<file path="src/rtl/mem_arb_pkg.sv">
// ============================================================================
// Module   : mem_arb_pkg
// Brief    : Shared owner enum and response-tag type for the memory-port arbiter.
// Revision : 1.0 - initial release
// ============================================================================
`default_nettype none

package mem_arb_pkg;

  typedef enum logic {
    OWN_I = 1'b0,
    OWN_D = 1'b1
  } owner_e;

  typedef struct packed {
    logic   valid;
    owner_e owner;
  } tag_t;

  localparam tag_t TAG_NONE = '{valid: 1'b0, owner: OWN_I};

endpackage

`default_nettype wire

</file>
<file path="src/rtl/arb_tag_pipe.sv">
// ============================================================================
// Module   : arb_tag_pipe
// Brief    : Latency-matched tag shift register; decodes the last stage into
//            per-requester read-valid strobes.
// Revision : 1.0 - initial release
// ============================================================================
`default_nettype none

module arb_tag_pipe
  import mem_arb_pkg::*;
#(
  parameter int MEM_LAT = 1
) (
  input  logic clk,
  input  logic rst,
  input  tag_t tag_in,
  output logic i_rvalid,
  output logic d_rvalid
);

  tag_t [MEM_LAT-1:0] stage_q;
  tag_t [MEM_LAT-1:0] stage_d;
  tag_t               last_tag;

  always_comb begin
    stage_d    = stage_q;
    stage_d[0] = tag_in;
    for (int k = 1; k < MEM_LAT; k++) begin
      stage_d[k] = stage_q[k-1];
    end
  end

  // Clearing every stage on reset drops responses to commands issued earlier.
  always_ff @(posedge clk) begin
    if (rst) begin
      for (int k = 0; k < MEM_LAT; k++) begin
        stage_q[k] <= TAG_NONE;
      end
    end else begin
      stage_q <= stage_d;
    end
  end

  always_comb begin
    last_tag = stage_q[MEM_LAT-1];
    i_rvalid = !rst && last_tag.valid && (last_tag.owner == OWN_I);
    d_rvalid = !rst && last_tag.valid && (last_tag.owner == OWN_D);
  end

endmodule

`default_nettype wire

</file>
<file path="src/rtl/mem_port_arbiter.sv">
// ============================================================================
// Module   : mem_port_arbiter
// Brief    : Single-port memory arbiter between fetch (I) and load/store (D),
//            D-priority with a starvation streak that forces an I grant.
// Revision : 1.0 - initial release
// ============================================================================
`default_nettype none

module mem_port_arbiter
  import mem_arb_pkg::*;
#(
  parameter int ADDR_W       = 32,
  parameter int DATA_W       = 32,
  parameter int MEM_LAT      = 1,
  parameter int D_STREAK_MAX = 4
) (
  input  logic                clk,
  input  logic                rst,
  input  logic                i_req,
  input  logic [ADDR_W-1:0]   i_addr,
  output logic                i_gnt,
  output logic                i_rvalid,
  output logic [DATA_W-1:0]   i_rdata,
  input  logic                d_req,
  input  logic                d_we,
  input  logic [DATA_W/8-1:0] d_be,
  input  logic [ADDR_W-1:0]   d_addr,
  input  logic [DATA_W-1:0]   d_wdata,
  output logic                d_gnt,
  output logic                d_rvalid,
  output logic [DATA_W-1:0]   d_rdata,
  output logic                mem_en,
  output logic                mem_we,
  output logic [DATA_W/8-1:0] mem_be,
  output logic [ADDR_W-1:0]   mem_addr,
  output logic [DATA_W-1:0]   mem_wdata,
  input  logic [DATA_W-1:0]   mem_rdata
);

  localparam int                  STREAK_W   = $clog2(D_STREAK_MAX + 1);
  localparam logic [STREAK_W-1:0] STREAK_CAP = STREAK_W'(D_STREAK_MAX);

  logic [STREAK_W-1:0] streak_q;
  logic [STREAK_W-1:0] streak_d;
  logic                grant_i;
  logic                grant_d;
  tag_t                tag_issue;

  // D wins ties until it has been granted D_STREAK_MAX times over a waiting I.
  always_comb begin
    grant_i = 1'b0;
    grant_d = 1'b0;
    if (!rst) begin
      if (d_req && !(i_req && (streak_q == STREAK_CAP))) begin
        grant_d = 1'b1;
      end else if (i_req) begin
        grant_i = 1'b1;
      end
    end
  end

  always_comb begin
    streak_d = streak_q;
    if (!i_req || grant_i) begin
      streak_d = '0;
    end else if (grant_d && (streak_q != STREAK_CAP)) begin
      streak_d = streak_q + STREAK_W'(1);
    end
  end

  always_ff @(posedge clk) begin
    if (rst) begin
      streak_q <= '0;
    end else begin
      streak_q <= streak_d;
    end
  end

  always_comb begin
    mem_en    = grant_i | grant_d;
    mem_we    = grant_d & d_we;
    mem_be    = grant_d ? d_be : '1;
    mem_addr  = grant_d ? d_addr : i_addr;
    mem_wdata = d_wdata;
  end

  always_comb begin
    tag_issue.valid = grant_i | (grant_d & ~d_we);
    tag_issue.owner = grant_d ? OWN_D : OWN_I;
  end

  assign i_gnt   = grant_i;
  assign d_gnt   = grant_d;
  assign i_rdata = mem_rdata;
  assign d_rdata = mem_rdata;

  arb_tag_pipe #(
    .MEM_LAT (MEM_LAT)
  ) u_tag_pipe (
    .clk      (clk),
    .rst      (rst),
    .tag_in   (tag_issue),
    .i_rvalid (i_rvalid),
    .d_rvalid (d_rvalid)
  );

endmodule

`default_nettype wire
</file>
<file path="config.mk">
export PLATFORM = sky130hd
export DESIGN_NAME = mem_port_arbiter
export DESIGN_NICKNAME = d
export VERILOG_FILES = /design/src/rtl/mem_arb_pkg.sv /design/src/rtl/arb_tag_pipe.sv /design/src/rtl/mem_port_arbiter.sv
export SDC_FILE = /design/constraint.sdc
export NUM_CORES = 1
export LEC_CHECK = 0
export BUFFER_PORTS_ARGS = -buffer_cell sky130_fd_sc_hd__buf_2
export CAP_MARGIN = 20
export CORE_AREA = 2 2 107 109
export DETAILED_ROUTE_END_ITERATION = 16
export DIE_AREA = 0 0 109 111
export HOLD_SLACK_MARGIN = 0.03
export SLEW_MARGIN = 0
export SYNTH_ARGS = -nofsm -noshare
export SYNTH_HDL_FRONTEND = slang
export SYNTH_SLANG_ARGS = --single-unit
</file>
<file path="constraint.sdc">
create_clock -name clk -period 2.05 [get_ports clk]
set_input_delay 0.3075 -clock clk [delete_from_list [all_inputs] [get_ports clk]]
set_output_delay 0.3075 -clock clk [all_outputs]
set_load 0.05 [all_outputs]
</file>
* Yosys cells after proc, flatten, opt, wreduce, memory -nomap -nowiden *
Cells that the tools add are included.
W data, S select, Z words.

cells by class
  $add $sub $neg = 1
  eq/ne operators = 2
  muxes and demuxes = 8
  bitwise logic cells = 6
  reductions and logical operators = 11

operators by type and width
  kind                   count
  $mux W32               1
  $logic_and A1 B1 Y1    6
  $mux W1                6
  $mux W4                1
  $add A3 B1 Y3 const B  1
  $eq A3 B3 Y1 const B   1
  $logic_not A1 Y1       3
  $ne A3 B3 Y1 const B   1
  $and A1 B1 Y1          2
  $not A1 Y1             2
  $or A1 B1 Y1           2
  $reduce_or A2 Y1       1
  $logic_or A1 B1 Y1     1

storage, ports and cells
  register bits after elaboration = 5
  input port bits = 137
  output and inout port bits = 138

* Longest topological paths before layout *
  word-level depth = 8
  mapped depth = 7
  mapped depth without buffers = 5

* Modules after synthesis *
Synthesis repeated with hierarchy kept, for this count alone.

second synthesis, totals
  cells, all modules = 166
  area, all modules = 1435.1 um^2

modules (own cells, without submodules)
  module            instances  cells an instance  area an instance (um^2)  sequential area each (um^2)
  mem_port_arbiter  1          160                1360.1                   60.1
  arb_tag_pipe      1          6                  75.1                     40.0

* Least setup slack after synthesis *
Ideal clock, no wire load.

  path kind = flip-flop to output port
  start point = register streak_q[0]
  end point = output mem_addr[17]
  data arrival time = 1.545 ns
  data required time = 1.742 ns
  slack = 0.197 ns
  stages on the path, launching flop included = 8
  buffers on the path = 2
  cells stage by stage = dfxtp_1 > inv_1 > ha_1 > nand3_2 > and2_4 > buf_6 > buf_6 > mux2_4

on the way
  word-level cells in the longest chain between the ends = 7

RTL lines
  element                 line                    RTL
  from (decl)             mem_port_arbiter.sv:43  logic [STREAK_W-1:0] streak_q;
  from (signal assigned)  mem_port_arbiter.sv:75  streak_q <= streak_d;
  $eq A3 B3 Y1            mem_port_arbiter.sv:54  if (d_req && !(i_req && (streak_q == STREAK_CAP))) begin
  $logic_and A1 B1 Y1     mem_port_arbiter.sv:54
  $logic_not A1 Y1        mem_port_arbiter.sv:54
  $logic_and A1 B1 Y1     mem_port_arbiter.sv:54
  $mux W1                 mem_port_arbiter.sv:54
  $mux W1                 mem_port_arbiter.sv:53  if (!rst) begin
  net d_gnt               mem_port_arbiter.sv:29  output logic d_gnt,
  $mux W32                mem_port_arbiter.sv:83  mem_addr = grant_d ? d_addr : i_addr;
  to (decl)               mem_port_arbiter.sv:35  output logic [ADDR_W-1:0] mem_addr,

The timed path passes the listed nets, and every way through them passes these cells.

* Worst setup path in the final report *
  start point = register streak_q[1]
  end point = output mem_addr[30]

on the way
  word-level cells in the longest chain between the ends = 7

RTL lines
  element              line
  $eq A3 B3 Y1         mem_port_arbiter.sv:54
  $logic_and A1 B1 Y1  mem_port_arbiter.sv:54
  $logic_not A1 Y1     mem_port_arbiter.sv:54
  $logic_and A1 B1 Y1  mem_port_arbiter.sv:54
  $mux W1              mem_port_arbiter.sv:54
  $mux W1              mem_port_arbiter.sv:53
  $mux W32             mem_port_arbiter.sv:83

Every way passes these cells.

==> results.yml <==
setup_path:
  arrival_ns: 1.78
  r2r-start: "streak_q[0]"
  cp-start-kind: "register"
  required_ns: 1.74
  critical_path_class: "register to primary output"
  end_kind: "primary output"
  cp_max_fo: 11
  worstSetupStartpoint: "streak_q[1]"
outcome:
  status: "finished with violations"
  violations: "setup timing"
finish:
  area_growth_pct: 38.0
  fillers: 1226
  fin_area_sq_um: 2020
  fin_nets: 339
  drive_above_1_share_pct: 86.4
  final_util_pct: 18.2
  antenna_cells: 0
power:
  power.leakage_nw: 0.998
  ir_drop_mv: 0.853
  power_mw: 0.998
  p_per_area_nw_per_um2: 495
drt:
  dr.pass1.iters: 4
  ant_nets: 0
  drt-wirelength-per-cell_um: 12.2
  drc: 0
  wl_um: 4170
  vias: 1132
  drt_iter0_drc: 2
  viasPerCell: 3.31
global_route:
  grt_antenna_before_repair: 0
  grt_max_degree: 12
  grt_usage_pct: 6.08
  grt_overflow: 0
  grt_pass1_vias: 1253
  grt_pass1_wl_um: 5680
yosys:
  synth_edf_count: 0
  ys_types: 24
  async_reset_ff_share_pct: 0
  syn_area_per_cell_sq_um: 8.76
  yosysWarningCount: 0
  synth_top_area_share_pct: 49.3
  ys_seq_area_share_pct: 6.84
  synth_top_area_cell: "buf_4"
  synthTopCellsByCount: "96 x buf_4, 18 x mux2_2, 14 x mux2_4"
  synthFlopType: "dfxtp_1"
  postSynthCellCount: 167
  yosys_register_bits: 5
  yosysMostFrequentCell: "buf_4"
  synth_area_leaders: "buf_4 49%, mux2_4 14%, mux2_2 14%"
  synth.cell_area_sq_um: 1460
  syn_nets: 306
min_path:
  hp-class: "input port to register"
  min_from: "i_req"
flow_run:
  max_cap_violations: 0
timing:
  fin_crit_sh_pct: 102
  hold_viol_final: 0
  fmax_ghz: 0.480
  slew_headroom_pct: 83.1
  max_slew.worst_pin.slew_ns: 0.255
  slew_viol_final: 0
  finClkSkew_ns: 0.000718
  worst_slack_ns: -0.0338
  rsz0062_at_grt: "yes"
  period_needed_ns: 2.08
  setup_viol: 24
floorplanning:
  pin_count: 275
  dieWidth_um: 109
  core_area_sq_um: 11100
  rows: 39
  die_y_um: 111
  initial_core_util_pct: 13.2
  dieArea_sq_um: 12100
clock_network:
  cts_tree: "yes"
  clk_pin_slew_worst_paths_ns: 0.03
  h-tree-depth: 1
  clkSinkCount: 5
  insertion_delay_ns: 0.22
  cts_buffer_depth: 2
  clock-root-buffer: "clkbuf_16"
  numCtsBuffers: 3
  ctsHoldBuffers: 0
placed_design:
  place_area_sq_um: 1500
  gp_congestion: 0.706
  dp_hpwl_um: 3140
  numPortBuffers: 114
where the power goes:
| part | internal, mW | leakage (nW) | switching (mW) | total [mW] |
|---|---|---|---|---|
| Combinational | 0.265 | 0.918 | 0.311 | 0.576 |
| Sequential | 0.102 | 0.0419 | 0.00179 | 0.103 |
| Clock | 0.258 | 0.0382 | 0.0616 | 0.319 |
sequential cells by signal, summed over array words and instances (netlist names):
signal,count
streak_q,3
u_tag_pipe.last_tag,2
area by class of cell:
cell class	count	area, sq um	share of cell area, %
repair buffers	128	1010	50.3
multi-input cells	58	628	31.1
well taps	143	179	8.87
flip-flops and latches	5	103	5.08
clock buffers	4	78.8	3.91
inverters	4	15.0	0.744
placed cells by master (no fill, tap or decap), drive strengths merged:
master	n
and3b	1
clkbuf	4
inv	4
mux2	32
a21oi	1
mux2i	1
and2	2
and3	1
a21o	1
nand2b	4
nor2	6
or2b	1
nand3	2
nand2	2
dfxtp	5
buf	127
ha	2
nor3b	1
nor2b	1
bufbuf	1
per-layer routing:
| layer | part of all wire (%) | vias to the layer above | track usage (%) |
|---|---|---|---|
| met1 | 27 | 488 | 4.69 |
| met4 | 4.3 | 0 | 2.99 |
| li1 | - | 504 | - |
| met2 | 56 | 115 | 12.9 |
| met5 | 0 | - | 0 |
| met3 | 13 | 25 | 1.65 |
worst paths after layout:
check | end | slack, ns | cells past startpoint
setup / recovery | mem_addr[30] | -0.03 | 7
hold reg to reg | streak_q[0] | 0.50 | 2
setup reg to reg | u_tag_pipe.last_tag[0] | 0.58 | 9
hold / removal | streak_q[2] | 0.37 | 3
through the flow:
stage	setup TNS, ns	hold slack (ns)	std cells	setup slack (ns)
3_5_place_dp	0	0.443	327	0.0937
6_report	-0.302	0.366	342	-0.0338
4_1_cts	-0.400	0.355	343	-0.0359
3_3_place_gp	0	0.428	327	0.147
2_1_floorplan	0	0.417	167	0.197
5_1_grt	-1.83	0.369	342	-0.0900
logic make-up (layout without fill, tap and decap cells):
logic type,Yosys count,count (layout),share of synthesized area [%]
AOI/OAI and AO/OA,2,2,0.855
muxes,33,33,28.9
DFF,5,5,6.84
buffers and inverters,104,136,53.2
and+or+nand+nor,21,21,8.47
adders and majority gates,2,2,1.71
worst max-delay path, cell delays in order, from the launching register on:
cell and delay [ns]:
dfxtp_2 0.33, inv_2 0.04, ha_4 0.16, nand3_2 0.07, and2_4 0.17, bufbuf_16 0.27
mux2_2 0.34, buf_6 0.16
repair_timing:
action,in CTS,in global routing
setup endpoints to repair,32,33
pin swaps,1,1
resized for setup,77,14
cloned,3,0
buffers inserted,9,0
No activity file was read; power rests on OpenSTA's default activity.
